===== src/rtl/joybus_pkg.sv =====
// joybus_pkg
// Shared constants for the joybus poll scheduler: command opcodes, expected
// reply lengths, FSM state encoding and the command word presented to the PHY.
package joybus_pkg;

   // Command opcodes (first byte on the wire)
   localparam logic [7:0] JB_PROBE     = 8'h00;
   localparam logic [7:0] JB_ORIGIN    = 8'h41;
   localparam logic [7:0] JB_POLL      = 8'h40;
   localparam logic [7:0] JB_POLL_MODE = 8'h03;

   // Expected reply lengths in bytes
   localparam logic [3:0] JB_PROBE_RSP_LEN  = 4'd3;
   localparam logic [3:0] JB_ORIGIN_RSP_LEN = 4'd10;
   localparam logic [3:0] JB_POLL_RSP_LEN   = 4'd8;

   // FSM state encoding
   localparam logic [2:0] ST_IDLE        = 3'd0;
   localparam logic [2:0] ST_PROBE_REQ   = 3'd1;
   localparam logic [2:0] ST_PROBE_WAIT  = 3'd2;
   localparam logic [2:0] ST_ORIGIN_REQ  = 3'd3;
   localparam logic [2:0] ST_ORIGIN_WAIT = 3'd4;
   localparam logic [2:0] ST_POLL_REQ    = 3'd5;
   localparam logic [2:0] ST_POLL_WAIT   = 3'd6;

   // Command as seen by the PHY: length in bytes plus left-aligned bytes
   typedef struct packed {
      logic [1:0]  len;
      logic [23:0] data;
   } jb_cmd_t;

   // Command issued from a given REQ state; all-zero outside REQ states so
   // the outputs idle at 0.
   function automatic jb_cmd_t jb_cmd_for(input logic [2:0] st, input logic rumble);
      jb_cmd_t c;
      c = '0;
      case (st)
         ST_PROBE_REQ:  c = '{len: 2'd1, data: {JB_PROBE, 16'h0000}};
         ST_ORIGIN_REQ: c = '{len: 2'd1, data: {JB_ORIGIN, 16'h0000}};
         ST_POLL_REQ:   c = '{len: 2'd3, data: {JB_POLL, JB_POLL_MODE, 7'b0, rumble}};
         default:       c = '0;
      endcase
      return c;
   endfunction

endpackage


===== src/rtl/joybus_period_timer.sv =====
// joybus_period_timer
// Free-running poll period counter plus a response watchdog down-counter.
// Ports:
//   clk, reset_n   clock, asynchronous active-low reset
//   wdog_reload    load the watchdog with a full window (command transfer)
//   wdog_run       watchdog counts down while high (WAIT states)
//   tick           1-cycle pulse when the period counter wraps
//   wdog_expired   high on the last allowed cycle of a running window
module joybus_period_timer #(
   parameter int POLL_PERIOD_CYC = 1_000_000,
   parameter int RSP_WDOG_CYC    = 50_000
) (
   input  logic clk,
   input  logic reset_n,
   input  logic wdog_reload,
   input  logic wdog_run,
   output logic tick,
   output logic wdog_expired
);

   localparam int PW = $clog2(POLL_PERIOD_CYC + 1);
   localparam int WW = $clog2(RSP_WDOG_CYC + 1);

   logic [PW-1:0] period_cnt;
   logic [WW-1:0] wdog_cnt;

   assign tick         = (period_cnt == PW'(POLL_PERIOD_CYC - 1));
   // Loaded with N-1 so that expiry lands on the N-th cycle spent waiting.
   assign wdog_expired = wdog_run && (wdog_cnt == '0);

   always_ff @(posedge clk or negedge reset_n) begin
      if (!reset_n) begin
         period_cnt <= '0;
      end else if (tick) begin
         period_cnt <= '0;
      end else begin
         period_cnt <= period_cnt + PW'(1);
      end
   end

   always_ff @(posedge clk or negedge reset_n) begin
      if (!reset_n) begin
         wdog_cnt <= '0;
      end else if (wdog_reload) begin
         wdog_cnt <= WW'(RSP_WDOG_CYC - 1);
      end else if (wdog_run && (wdog_cnt != '0)) begin
         wdog_cnt <= wdog_cnt - WW'(1);
      end
   end

endmodule


===== src/rtl/joybus_poll_scheduler.sv =====
// joybus_poll_scheduler
// Drives the joybus PHY through probe -> origin -> periodic poll and owns the
// link state presented to game logic.
// Ports:
//   clk, reset_n                       clock, asynchronous active-low reset
//   enable                             allow new transactions to start
//   rumble                             poll rumble bit, sampled when a poll starts
//   cmd_valid/cmd_ready/cmd_len/cmd_data   command handshake to the PHY
//   rsp_valid/rsp_timeout/rsp_len/rsp_data response from the PHY (right-aligned)
//   connected                          controller present and origin fetched
//   ctrl_data                          last good poll report, byte0 in [63:56]
//   origin_data                        origin bytes 2..7
//   dev_id                             probe reply bytes 0..1
//   frame_valid                        1-cycle pulse with each new ctrl_data
//   miss_cnt                           consecutive failed polls (saturating)
module joybus_poll_scheduler
   import joybus_pkg::*;
#(
   parameter int POLL_PERIOD_CYC = 1_000_000,
   parameter int RSP_WDOG_CYC    = 50_000,
   parameter int MAX_MISSES      = 3
) (
   input  logic        clk,
   input  logic        reset_n,
   input  logic        enable,
   input  logic        rumble,
   output logic        cmd_valid,
   input  logic        cmd_ready,
   output logic [1:0]  cmd_len,
   output logic [23:0] cmd_data,
   input  logic        rsp_valid,
   input  logic        rsp_timeout,
   input  logic [3:0]  rsp_len,
   input  logic [79:0] rsp_data,
   output logic        connected,
   output logic [63:0] ctrl_data,
   output logic [47:0] origin_data,
   output logic [15:0] dev_id,
   output logic        frame_valid,
   output logic [1:0]  miss_cnt
);

   logic [2:0] state_q, state_d;
   logic       need_origin_q;
   logic       rumble_q;
   logic       tick, wdog_expired;
   logic       xfer, in_wait, rsp_ok, rsp_fail;
   logic [3:0] exp_len;
   logic [1:0] miss_next;
   jb_cmd_t    cmd;

   // Origin reply bytes 0..1 (button state at origin time) are not kept.
   logic unused_rsp_bits;
   assign unused_rsp_bits = ^rsp_data[79:64];

   joybus_period_timer #(
      .POLL_PERIOD_CYC (POLL_PERIOD_CYC),
      .RSP_WDOG_CYC    (RSP_WDOG_CYC)
   ) u_timer (
      .clk          (clk),
      .reset_n      (reset_n),
      .wdog_reload  (xfer),
      .wdog_run     (in_wait),
      .tick         (tick),
      .wdog_expired (wdog_expired)
   );

   // Command outputs decode straight from the state register, so an
   // asynchronous reset drops cmd_valid immediately.
   assign cmd       = jb_cmd_for(state_q, rumble_q);
   assign cmd_valid = (state_q == ST_PROBE_REQ) || (state_q == ST_ORIGIN_REQ) ||
                      (state_q == ST_POLL_REQ);
   assign cmd_len   = cmd.len;
   assign cmd_data  = cmd.data;
   assign xfer      = cmd_valid && cmd_ready;

   assign in_wait = (state_q == ST_PROBE_WAIT) || (state_q == ST_ORIGIN_WAIT) ||
                    (state_q == ST_POLL_WAIT);

   always_comb begin
      exp_len = 4'd0;
      case (state_q)
         ST_PROBE_WAIT:  exp_len = JB_PROBE_RSP_LEN;
         ST_ORIGIN_WAIT: exp_len = JB_ORIGIN_RSP_LEN;
         ST_POLL_WAIT:   exp_len = JB_POLL_RSP_LEN;
         default:        exp_len = 4'd0;
      endcase
   end

   // Timeout beats a simultaneous rsp_valid; a good reply on the final
   // watchdog cycle still counts as arrived in time.
   assign rsp_ok   = in_wait && rsp_valid && !rsp_timeout && (rsp_len == exp_len);
   assign rsp_fail = in_wait && !rsp_ok && (rsp_timeout || rsp_valid || wdog_expired);

   assign miss_next = (miss_cnt == 2'(MAX_MISSES)) ? miss_cnt : miss_cnt + 2'd1;

   always_comb begin
      // NOTE: state_d takes a default before the case so no path leaves it
      // unassigned, which would otherwise infer a latch.
      state_d = state_q;
      case (state_q)
         ST_IDLE: begin
            if (tick && enable) begin
               if (!connected)         state_d = ST_PROBE_REQ;
               else if (need_origin_q) state_d = ST_ORIGIN_REQ;
               else                    state_d = ST_POLL_REQ;
            end
         end
         ST_PROBE_REQ:   if (xfer) state_d = ST_PROBE_WAIT;
         ST_ORIGIN_REQ:  if (xfer) state_d = ST_ORIGIN_WAIT;
         ST_POLL_REQ:    if (xfer) state_d = ST_POLL_WAIT;
         ST_PROBE_WAIT: begin
            if (rsp_ok)        state_d = ST_ORIGIN_REQ;
            else if (rsp_fail) state_d = ST_IDLE;
         end
         ST_ORIGIN_WAIT, ST_POLL_WAIT: begin
            if (rsp_ok || rsp_fail) state_d = ST_IDLE;
         end
         default: state_d = ST_IDLE;
      endcase
   end

   always_ff @(posedge clk or negedge reset_n) begin
      if (!reset_n) begin
         state_q <= ST_IDLE;
      end else begin
         // NOTE: sequential state uses non-blocking assignment so every
         // register samples the pre-edge values regardless of block order.
         state_q <= state_d;
      end
   end

   always_ff @(posedge clk or negedge reset_n) begin
      if (!reset_n) begin
         need_origin_q <= 1'b0;
         rumble_q      <= 1'b0;
         connected     <= 1'b0;
         ctrl_data     <= '0;
         origin_data   <= '0;
         dev_id        <= '0;
         frame_valid   <= 1'b0;
         miss_cnt      <= '0;
      end else begin
         frame_valid <= 1'b0;

         // Rumble is frozen for the whole poll command.
         if ((state_q == ST_IDLE) && (state_d == ST_POLL_REQ)) begin
            rumble_q <= rumble;
         end

         case (state_q)
            ST_PROBE_WAIT: begin
               if (rsp_ok)        dev_id    <= rsp_data[23:8];
               else if (rsp_fail) connected <= 1'b0;
            end
            ST_ORIGIN_WAIT: begin
               if (rsp_ok) begin
                  origin_data   <= rsp_data[63:16];
                  connected     <= 1'b1;
                  need_origin_q <= 1'b0;
               end else if (rsp_fail) begin
                  connected <= 1'b0;
               end
            end
            ST_POLL_WAIT: begin
               if (rsp_ok) begin
                  ctrl_data     <= rsp_data[63:0];
                  frame_valid   <= 1'b1;
                  miss_cnt      <= '0;
                  // Report byte0 bit5: controller asks for its origin again.
                  need_origin_q <= rsp_data[61];
               end else if (rsp_fail) begin
                  miss_cnt <= miss_next;
                  if (miss_next == 2'(MAX_MISSES)) begin
                     connected     <= 1'b0;
                     ctrl_data     <= '0;
                     origin_data   <= '0;
                     need_origin_q <= 1'b1;
                  end
               end
            end
            default: ;
         endcase
      end
   end

endmodule

===== config.mk =====
export PLATFORM = sky130hd
export DESIGN_NAME = joybus_poll_scheduler
export DESIGN_NICKNAME = d
export VERILOG_FILES = /design/src/rtl/joybus_pkg.sv /design/src/rtl/joybus_period_timer.sv /design/src/rtl/joybus_poll_scheduler.sv
export SDC_FILE = /design/constraint.sdc
export NUM_CORES = 1
export LEC_CHECK = 0
export ABC_CLOCK_PERIOD_IN_PS = 3500
export CAP_MARGIN = 30
export CORE_MARGIN = 5
export CORE_UTILIZATION = 52
export CTS_BUF_LIST = sky130_fd_sc_hd__clkbuf_4
export CTS_CLUSTER_SIZE = 40
export DETAILED_ROUTE_END_ITERATION = 8
export PLACE_DENSITY = 0.86
export SYNTH_ARGS = -nofsm -noshare
export SYNTH_HDL_FRONTEND = slang
export SYNTH_SLANG_ARGS = --single-unit

===== constraint.sdc =====
create_clock -name clk -period 3.5 [get_ports clk]
set_clock_uncertainty 0.1 [all_clocks]
set_input_delay 0.525 -clock clk [delete_from_list [all_inputs] [get_ports clk]]
set_output_delay 0.525 -clock clk [all_outputs]
set_load 0.01 [all_outputs]

# After elaboration in Yosys (flattened, before gate mapping)
# Cells that the tools add are included.
# totals
reg_bits	173
out_inout_bits	159
input_bits	91
wordCells	106
# classes
mux	40
reduce_logical	34
n_eq_ne	18
add_sub_neg	3
# op_table
op	count
48-bit two-way mux	4
64-bit two-way mux	3
48-bit one-hot mux with 2 select lines	1
26-bit one-hot mux with 3 select lines	1
16-bit two-way mux	2
3-bit two-way mux	9
20-bit by 1-bit adder with 20-bit output (second input constant)	1
20-bit == test (second input constant)	1
20-bit two-way mux	1
3-bit one-hot mux with 6 select lines	1
16-bit zero test	1
16-bit nonzero test	1
16-bit by 1-bit subtractor with 16-bit output (second input constant)	1
3-bit == test (second input constant)	4
1-bit two-way mux	12
4-bit one-hot mux with 3 select lines	1
1-bit logical AND	10
5-bit AND reduction	2
2-bit inequality test (second input constant)	4
2-bit nonzero test	4
1-bit logical OR	7
3-bit by 2-bit == test with 1-bit output (second input constant)	2
2-bit two-way mux	3
2-bit == test (second input constant)	2
15 further kinds	17

# Longest topological paths before layout
# Gate-level depths: netlist of run 1.
# logic_depth
ltp_word	14
mapped_depth	8
ltp_nobuf	6

# Modules after synthesis
# A second synthesis of run 1 with hierarchy kept.
# hier_totals
hier_cells	570
area_unflattened_um2	7239.4
# modules_own_cells
module	area_per_inst_um2	instances	cells_each
joybus_poll_scheduler	5288.8	1	380
joybus_period_timer	1950.6	1	190

# Worst setup path before layout of run 1
# Ideal clock, no wire load.
# synth_timing
path_kind	input port to flip-flop
startpoint	in rsp_timeout
endpoint	reg miss_cnt[1]
slack_ns	1.251
arrival_time_ns	2.028
required_time_ns	3.278
path_stages	5
path_cell_list	or4b_1 or4_4 buf_6 buf_6 a32o_1
# synth_between
elab_chain_len	8
elab_cells_between_ends	11
classes_between	mux: 1; reduce/logical: 10
# synth_lines
element	line_no	source
from (decl)	joybus_poll_scheduler.sv:32	input logic rsp_timeout,
1-bit zero test	joybus_poll_scheduler.sv:92	assign rsp_ok = in_wait && rsp_valid && !rsp_timeout && (rsp_len == exp_len);
1-bit logical AND (2 in a row)	joybus_poll_scheduler.sv:92	
1-bit zero test	joybus_poll_scheduler.sv:93	assign rsp_fail = in_wait && !rsp_ok && (rsp_timeout || rsp_valid || wdog_expired);
1-bit logical AND (2 in a row)	joybus_poll_scheduler.sv:93	
2-bit nonzero test (no source line)	n/a	
2-bit AND reduction (no source line)	n/a	
to (signal assigned)	joybus_poll_scheduler.sv:173	miss_cnt <= miss_next;
to (decl)	joybus_poll_scheduler.sv:40	output logic [1:0] miss_cnt
# Parallel ways exist; a longest one is shown, timed or not.
# A chain may end at the register's enable or synchronous reset.

# Worst setup path after layout of run 1
# layout_timing
startpoint	reg state_q[1]
endpoint	out cmd_data[22]
# layout_between
elab_chain_len	2
elab_cells_between_ends	4
classes_between	eq/ne: 3; mux: 1
# layout_lines
element	line_no	source
from (decl)	joybus_poll_scheduler.sv:43	logic [2:0] state_q, state_d;
from (signal assigned)	joybus_poll_scheduler.sv:129	state_q <= state_d;
3-bit == test, or another cell as far along	joybus_pkg.sv:37	case (st)
26-bit one-hot mux with 3 select lines *	joybus_pkg.sv:37	
to (decl)	joybus_poll_scheduler.sv:30	output logic [23:0] cmd_data,
# Mark *: on every way between the ends. The rest lies on a longest branch, timed or not.

==> results.json, run 1 <==
{
  "power_per_cell_area_nw_per_um2": 340,
  "finalHoldViolations": 0,
  "num_rows": 44,
  "worst-path-max-fanout": 13,
  "drt-total-wl_mm": 20.8,
  "synthCells": 747,
  "worst_slew_pin_slew_ps": 931,
  "slew-limit-headroom": 0.374,
  "final_util": 0.706,
  "gp_congestion": 0.855,
  "cp_data_required_time_ps": 2870,
  "grt_max_degree": 66,
  "final_common_cell": "clkdlybuf4s50_1",
  "cp_slowest_stage_delay_ps": 620,
  "clock_latency_ps": 570,
  "ios": 250,
  "finalSetupTns_ps": 0,
  "grt_pass1_vias": 6375,
  "dp_hpwl_mm": 14.0,
  "final_max_slew_viol_count": 0,
  "die_h_um": 133,
  "coreArea_um2": 14600,
  "fmax_mhz": 323,
  "fill_cells": 1069,
  "synth_top_area_cell": "dfrtp_1",
  "cpLargestDelayFamily": "buffers and inverters",
  "drive_above_1_share": 0.0794,
  "dpl_cell_area_um2": 10000,
  "yosys_warnings": 0,
  "design_area_um2": 10300,
  "track_usage": 0.234,
  "synth-edff-count": 0,
  "rsz0062_at_grt": "no",
  "ys_async_sr_fraction": 1.00,
  "fin_crit_ps": 3090,
  "grt_pass1_wl_mm": 33.2,
  "finalWorstSetupSlack_ps": 407,
  "preCtsSetupSlack_ps": 499,
  "cts-root-buf": "clkbuf_4",
  "worst_setup_path_start_kind": "flip-flop",
  "synth_seq_cells": 173,
  "setup_viol": 0,
  "cts_tree": "done",
  "critPathSlowestCell": "dfrtp_1",
  "post_cts_resized": 0,
  "drc": 0,
  "ys_types": 63,
  "multi_input_area_um2": 3090,
  "worstPathArrival_ps": 2470,
  "period_share": 0.884,
  "vias": 6402,
  "cts_buffers": 17,
  "synth_area_um2": 7830,
  "drt_iter0_markers": 368,
  "antenna_found_initial": 1,
  "max_cap_viol_count": 0,
  "dieArea_um2": 17600,
  "dr.pass1.iters": 6,
  "critPathKind": "reg2out",
  "end_kind": "output pin",
  "ff_latch_area_um2": 4330,
  "worstPathCellList": "inv_1, and3_1, or2_2, clkdlybuf4s50_1",
  "final_cell_mix": "213 x clkdlybuf4s50_1, 173 x dfrtp_1, 145 x nand2_1, 64 x o21ai_0, 56 x a21oi_1",
  "die_w_um": 133,
  "synth-main-ff-cell": "dfrtp_1",
  "ant_nets": 0,
  "synth.avg_cell_area_um2": 10.5,
  "hold_class": "in2async",
  "area_growth_pct": 32.1,
  "yosys-top-cells-area": "dfrtp_1 55%, mux2i_1 7.0%, nand2_1 7.0%",
  "cts.sinks": 173,
  "port_buffers": 214,
  "run_status": "finished clean",
  "grt.overflow.total": 0,
  "ir_drop_uv": 310,
  "path_buf_inv": 2,
  "wl_per_cell_um": 18.2,
  "vias_per_cell": 5.61,
  "cts_buffer_depth": 2,
  "start_util": 0.535,
  "ys_seq_area_frac": 0.553,
  "cts.clk_slew.worst_paths_ps": 150,
  "power_leakage_nw": 4.33,
  "nNetsFinal": 1038,
  "synth.top_cell.area_share": 0.553,
  "htreeDepth": 4
}
[what timing repair did]
| item | in CTS | in global routing |
|---|---|---|
| hold buffers | 1 | 0 |
| setup buffers | 0 | 0 |
| endpoints found under the hold margin | 53 | 0 |
[metal layers]
layer	GRT usage	share of wire
met1	0.297	0.42
met2	0.374	0.47
met3	0.0888	0.086
met4	0.0704	0.019
met5	0	0
[stage by stage]
stage          power (W)  hold slack (ps)  cells
4_1_cts          0.00355              344   1141
2_1_floorplan    0.00214              129    765
3_5_place_dp     0.00228              381   1108
3_3_place_gp     0.00228              362   1108
5_1_grt          0.00365              346   1142
6_report         0.00352              360   1142
[worst paths after layout]
check	startpoint	depth (start not counted)	endpoint	slack, ps
max	state_q[1]$_DFF_PN0_	4	cmd_data[22]	410
min	reset_n	2	ctrl_data[11]$_DFFE_PN0P_	360
max reg2reg	state_q[0]$_DFF_PN0_	6	ctrl_data[61]$_DFFE_PN0P_	970
min reg2reg	u_timer.period_cnt[19]$_DFF_PN0_	1	u_timer.period_cnt[19]$_DFF_PN0_	400
max in group asynchronous	reset_n	3	origin_data[3]$_DFFE_PN0P_	2210
min in group clk	rsp_data[7]	3	ctrl_data[7]$_DFFE_PN0P_	400
[cell type report]
| cell class | instances | share of cell area |
|---|---|---|
| multi-input cells | 516 | 0.299 |
| flip-flops and latches | 173 | 0.419 |
| repair buffers | 227 | 0.225 |
| diodes | 1 | 0.000242 |
| inverters | 9 | 0.00327 |
| clock inverters | 15 | 0.0189 |
| clock buffers | 17 | 0.0123 |
| well taps | 184 | 0.0223 |
[state kept, by name (all words and copies together), names as in the netlist]
name                flops
ctrl_data              64
origin_data            48
u_timer.period_cnt     20
dev_id                 16
u_timer.wdog_cnt       16
state_q                 3
miss_cnt                2
connected               1
frame_valid             1
need_origin_q           1
rumble_q                1
[cell families (layout without fill, tap and decap cells)]
| logic type | after synthesis | after routing | synth area share |
|---|---|---|---|
| AOI/OAI and AO/OA | 157 | 157 | 0.111 |
| and+or+nand+nor | 249 | 249 | 0.156 |
| adders and majority gates | 3 | 3 | 0.00480 |
| xor gates and xnor gates | 14 | 14 | 0.0157 |
| other | 1 | 20 | 0.000479 |
| buffers and inverters | 76 | 268 | 0.0617 |
| DFF | 173 | 173 | 0.553 |
| muxes | 74 | 74 | 0.0977 |
[power breakdown]
group          internal [W]  switching (W)  total, W
clock              0.000565       0.000710   0.00128
sequential          0.00202      0.0000194   0.00204
combinational      0.000106       0.000105  0.000211
total               0.00269       0.000835   0.00352
[synthesized netlist by cell type (8+ instances only)]
library cell,instances
a21oi_1,56
buf_2,11
buf_4,28
buf_6,10
clkbuf_1,14
dfrtp_1,173
inv_1,8
mux2_2,19
mux2i_1,55
nand2_1,146
nand3_1,19
nand4_1,9
nor2_1,13
nor3_1,8
nor4_1,10
o21ai_0,64
o21ai_1,11
xnor2_1,9
Note: power is estimated with default switching activity, not from simulation.
==> run 2, diff against run 1 <==
==> constraint.sdc (replaced) <==
create_clock -name clk -period 3.5 [get_ports clk]
set_clock_uncertainty 0.1 [all_clocks]
set_input_delay 0.35 -clock clk [delete_from_list [all_inputs] [get_ports clk]]
set_output_delay 0.35 -clock clk [all_outputs]
set_load 0.01 [all_outputs]
==> run 2 against run 1 <==
Power is 3.0% lower. Cell count is 0.18% higher. Final area is 0.23% lower. Non-clock buffer count is 2 higher.
==> results.json, run 2 (synthesis results as in run 1) <==
{
  "nNetsFinal": 1040,
  "power_leakage_nw": 4.33,
  "rrSetupSlack_ps": 960,
  "drc": 0,
  "hp-start": "rsp_data[5]",
  "met3_length_mm": 1.86,
  "stdcell_count": 1144,
  "hold_depth": 3,
  "dieArea_um2": 17600,
  "max_cap_viol_count": 0,
  "drt-total-wl_mm": 20.3,
  "critPathKind": "reg2out",
  "vias_per_cell": 5.50,
  "post_cts_resized": 0,
  "ios": 250,
  "cts.clk_slew.worst_paths_ps": 130,
  "start_util": 0.535,
  "cts_buffers": 17,
  "r2r_end": "ctrl_data[38]$_DFFE_PN0P_",
  "fill_cells": 1133,
  "ctsHoldBuffers": 2,
  "rsz0062_at_grt": "no",
  "worstPathCellList": "inv_1, and3_1, or2_2, clkdlybuf4s50_1",
  "worstPathArrival_ps": 2430,
  "critPathSlowestCell": "dfrtp_1",
  "die_h_um": 133,
  "clock_latency_ps": 560,
  "die_w_um": 133,
  "worstHoldEndpoint": "ctrl_data[5]$_DFFE_PN0P_",
  "place_inst": 1109,
  "cpLargestDelayFamily": "buffers and inverters",
  "drt_iter0_markers": 591,
  "wl_met2_mm": 9.69,
  "grt.overflow.total": 0,
  "drive_above_1_share": 0.0803,
  "coreArea_um2": 14600,
  "grt_max_degree": 114,
  "end_kind": "output pin",
  "ant_nets": 0,
  "num_rows": 44,
  "power_per_cell_area_nw_per_um2": 331,
  "cts-root-buf": "clkbuf_4",
  "final_common_cell": "clkdlybuf4s50_1",
  "ir_drop_uv": 216,
  "largest_reg_flops": 64,
  "gp_congestion": 0.843,
  "final_cell_mix": "213 x clkdlybuf4s50_1, 173 x dfrtp_1, 145 x nand2_1, 64 x o21ai_0, 56 x a21oi_1",
  "vias": 6297,
  "grt_pass1_wl_mm": 32.7,
  "post_cts_buffers": 0,
  "track_usage": 0.231,
  "path_buf_inv": 2,
  "worst_setup_path_start_kind": "flip-flop",
  "worst-path-max-fanout": 13,
  "highest_layer": "met4",
  "worst_slew_pin_slew_ps": 898,
  "rr_worst_depth": 6,
  "m1WireLength_mm": 8.30,
  "cts.sinks": 173,
  "wl_per_cell_um": 17.7,
  "period_share": 0.824,
  "final_max_slew_viol_count": 0,
  "area_growth_pct": 31.8,
  "antenna_found_initial": 1,
  "setup_viol": 0,
  "cp_slowest_stage_delay_ps": 610,
  "reg2reg_from": "state_q[0]$_DFF_PN0_",
  "fin_crit_ps": 2880,
  "cts_buffer_depth": 2,
  "dr.pass1.iters": 5,
  "final_util": 0.705,
  "grt_pass1_vias": 6271,
  "fmax_mhz": 347,
  "htreeDepth": 4,
  "cp_data_required_time_ps": 3050,
  "cts_tree": "done",
  "finalSetupTns_ps": 0,
  "hold_class": "in2reg",
  "finalHoldViolations": 0,
  "dp_hpwl_mm": 13.9,
  "port_buffers": 214,
  "slew-limit-headroom": 0.396,
  "run_status": "finished clean",
  "largest_registers": "ctrl_data x64, origin_data x48, u_timer.period_cnt x20",
  "top_register": "ctrl_data"
}
-- run 2: where the power goes --
group          switching (W)  total (W)  internal, W
Sequential         0.0000197    0.00204      0.00202
Combinational       0.000102   0.000207     0.000105
Clock               0.000660    0.00117     0.000514
Total               0.000782    0.00342      0.00263
-- run 2: worst max path at each step --
| stage | slack [ps] | startpoint | depth (start not counted) | endpoint |
|---|---|---|---|---|
| finish | 620 | state_q[1]$_DFF_PN0_ | 4 | cmd_data[22] |
| global route | 460 | state_q[1]$_DFF_PN0_ | 4 | cmd_data[22] |
| CTS | 570 | state_q[1]$_DFF_PN0_ | 4 | cmd_data[22] |
| detailed placement | 660 | rsp_timeout | 7 | ctrl_data[46]$_DFFE_PN0P_ |
| global placement | 670 | rsp_timeout | 5 | miss_cnt[1]$_DFFE_PN0P_ |
| floorplan | 1280 | u_timer.period_cnt[8]$_DFF_PN0_ | 4 | rumble_q$_DFFE_PN0P_ |
-- run 2: routing by layer --
metal | global-route usage | vias to the layer above
met5 | 0 | -
met4 | 0.0808 | 0
met3 | 0.0793 | 25
met2 | 0.371 | 244
met1 | 0.293 | 3059
li1 | - | 2969
-- run 2: worst reg2reg max path, cell delays in order, from the launching register on --
cell and delay [ps]:
dfrtp_1 530, or4b_1 580, or4_4 520, inv_2 370
buf_12 230, nand2_1 70, o21ai_0 70
-- run 2: through the flow --
step | worst slack [ps] | total power [W] | cell area, µm² | hold slack [ps]
6_report | 617 | 0.00342 | 10300 | 232
5_1_grt | 459 | 0.00356 | 10300 | 193
4_1_cts | 573 | 0.00345 | 10300 | 183
3_5_place_dp | 661 | 0.00228 | 10000 | 28.3
3_3_place_gp | 668 | 0.00228 | 10000 | 28.3
2_1_floorplan | 1280 | 0.00214 | 7900 | -45.6
-- run 2: cell type report --
cell class	instances	area [µm²]	share of cell area
sequential	173	4330	0.419
multi-input combinational	516	3090	0.300
timing repair buffer	229	2340	0.226
tap	184	230	0.0223
clock buffer	20	150	0.0145
clock inverter	12	144	0.0139
inverter	9	33.8	0.00327
antenna	1	2.50	0.000242
==> run 3, diff against run 2 <==
Settings changed: ABC_CLOCK_PERIOD_IN_PS 3500 to 2900, CORE_UTILIZATION 52 to 48, PLACE_DENSITY 0.86 to 0.81.
Clock period 3.5 ns to 2.9 ns, I/O delays scaled along.
==> run 3 against run 2 <==
Power up 21%. Register-to-register slack worse by 480 ps. Core utilization down 5.2 points. Hold slack worse by 67 ps. Critical endpoint unchanged. Largest power group unchanged.
==> results.json, run 3 (synthesis results as in run 1) <==
{
  "r2r_end": "u_timer.period_cnt[5]$_DFF_PN0_",
  "final_cell_mix": "213 x clkdlybuf4s50_1, 172 x dfrtp_1, 145 x nand2_1, 64 x o21ai_0, 56 x a21oi_1",
  "setup.worst_path.end": "cmd_data[22]",
  "fin_crit_ps": 2680,
  "dr.pass1.iters": 5,
  "finalHoldViolations": 0,
  "gp_congestion": 0.806,
  "num_rows": 46,
  "antenna_found_initial": 1,
  "max_cap_viol_count": 0,
  "fmax_mhz": 374,
  "grt_max_degree": 114,
  "ir_drop_uv": 275,
  "multi_input_area_um2": 3100,
  "dpl_cell_area_um2": 10100,
  "track_usage": 0.215,
  "coreArea_um2": 15900,
  "drc": 0,
  "cp_data_required_time_ps": 2510,
  "period_share": 0.922,
  "clock_latency_ps": 560,
  "rsz0062_at_grt": "no",
  "run_status": "finished clean",
  "final_max_slew_viol_count": 0,
  "rr_worst_depth": 5,
  "dp_hpwl_mm": 14.0,
  "drive_above_1_share": 0.0834,
  "crit_start": "state_q[1]$_DFF_PN0_",
  "power_per_cell_area_nw_per_um2": 396,
  "ios": 250,
  "cts_tree": "done",
  "final_common_cell": "clkdlybuf4s50_1",
  "worst_setup_path_start_kind": "flip-flop",
  "critPathKind": "reg2out",
  "htreeDepth": 4,
  "area_growth_pct": 32.9,
  "grt_pass1_vias": 6198,
  "die_h_um": 138,
  "cts_buffers": 17,
  "finalSetupTns_ps": 0,
  "ff_latch_area_um2": 4330,
  "die_w_um": 138,
  "drt_iter0_markers": 409,
  "start_util": 0.491,
  "post_cts_buffers": 0,
  "cts-root-buf": "clkbuf_4",
  "cts_buffer_depth": 2,
  "grt_pass1_wl_mm": 32.1,
  "cts.clk_slew.worst_paths_ps": 150,
  "dieArea_um2": 19000,
  "largest_registers": "ctrl_data x64, origin_data x48, u_timer.period_cnt x20",
  "worst-path-max-fanout": 13,
  "worst_slew_pin_slew_ps": 669,
  "vias_per_cell": 5.39,
  "grt.overflow.total": 0,
  "setup_viol": 0,
  "ant_nets": 0,
  "largest_reg_flops": 64,
  "worstPathArrival_ps": 2290,
  "fill_cells": 1268,
  "wl_per_cell_um": 17.6,
  "hold_class": "in2reg",
  "reg2reg_from": "u_timer.period_cnt[0]$_DFF_PN0_",
  "power_leakage_nw": 4.33,
  "top_register": "ctrl_data",
  "vias": 6342,
  "design_area_um2": 10400,
  "end_kind": "output pin",
  "slew-limit-headroom": 0.554,
  "cts.sinks": 173,
  "nNetsFinal": 1040,
  "rrSetupSlack_ps": 480,
  "port_buffers": 214,
  "drt-total-wl_mm": 20.7
}
-- run 3: power breakdown --
part	internal, W	switching, W	total [W]
sequential	0.00243	0.0000237	0.00246
combinational	0.000129	0.000125	0.000254
clock	0.000524	0.000888	0.00141
-- run 3: stage by stage --
step                      setup WS, ps  hold WS (ps)  utilization  total power (W)  std cells
final                              225           164        0.653          0.00412       1176
after global routing               108           115        0.653          0.00431       1176
after CTS                         34.5           121        0.652          0.00417       1175
after detailed placement           282           256        0.634          0.00275       1142
after global placement             343           251        0.634          0.00275       1142
after floorplan                    680          -106            -          0.00258        765
-- run 3: per-layer routing --
metal	vias to the layer above	wire (µm)	track usage
li1	2978	-	-
met1	3108	8350	0.271
met2	232	10100	0.352
met3	24	1890	0.0756
met4	0	323	0.0637
met5	-	0	0
-- run 3: layout make-up --
cell class	instances	area share
flip-flops and latches	173	0.416
well taps	216	0.0260
clock buffers	17	0.0123
multi-input cells	516	0.298
diodes	1	0.000241
inverters	9	0.00325
clock inverters	15	0.0154
repair buffers	229	0.229
-- run 3: worst min-delay path by stage --
stage,to,startpoint,depth (start not counted)
4_1_cts,ctrl_data[7]$_DFFE_PN0P_,rsp_data[7],3
3_5_place_dp,u_timer.wdog_cnt[4]$_DFFE_PN0P_,reset_n,1
6_report,ctrl_data[1]$_DFFE_PN0P_,rsp_data[1],3
3_3_place_gp,u_timer.wdog_cnt[4]$_DFFE_PN0P_,reset_n,1
5_1_grt,ctrl_data[3]$_DFFE_PN0P_,rsp_data[3],3
2_1_floorplan,connected$_DFFE_PN0P_,reset_n,0
-- run 3: worst max-delay path, cell delays in order (launching register included) --
cell and delay (ps):
dfrtp_2 520, inv_1 170, and3_1 260, or2_2 300
clkdlybuf4s50_1 480
-- run 3: timing repair --
item                                    CTS  global route
resized for setup                         0             1
hold buffers                              1             0
endpoints found under the setup margin    0             1
endpoints found under the hold margin    67             0
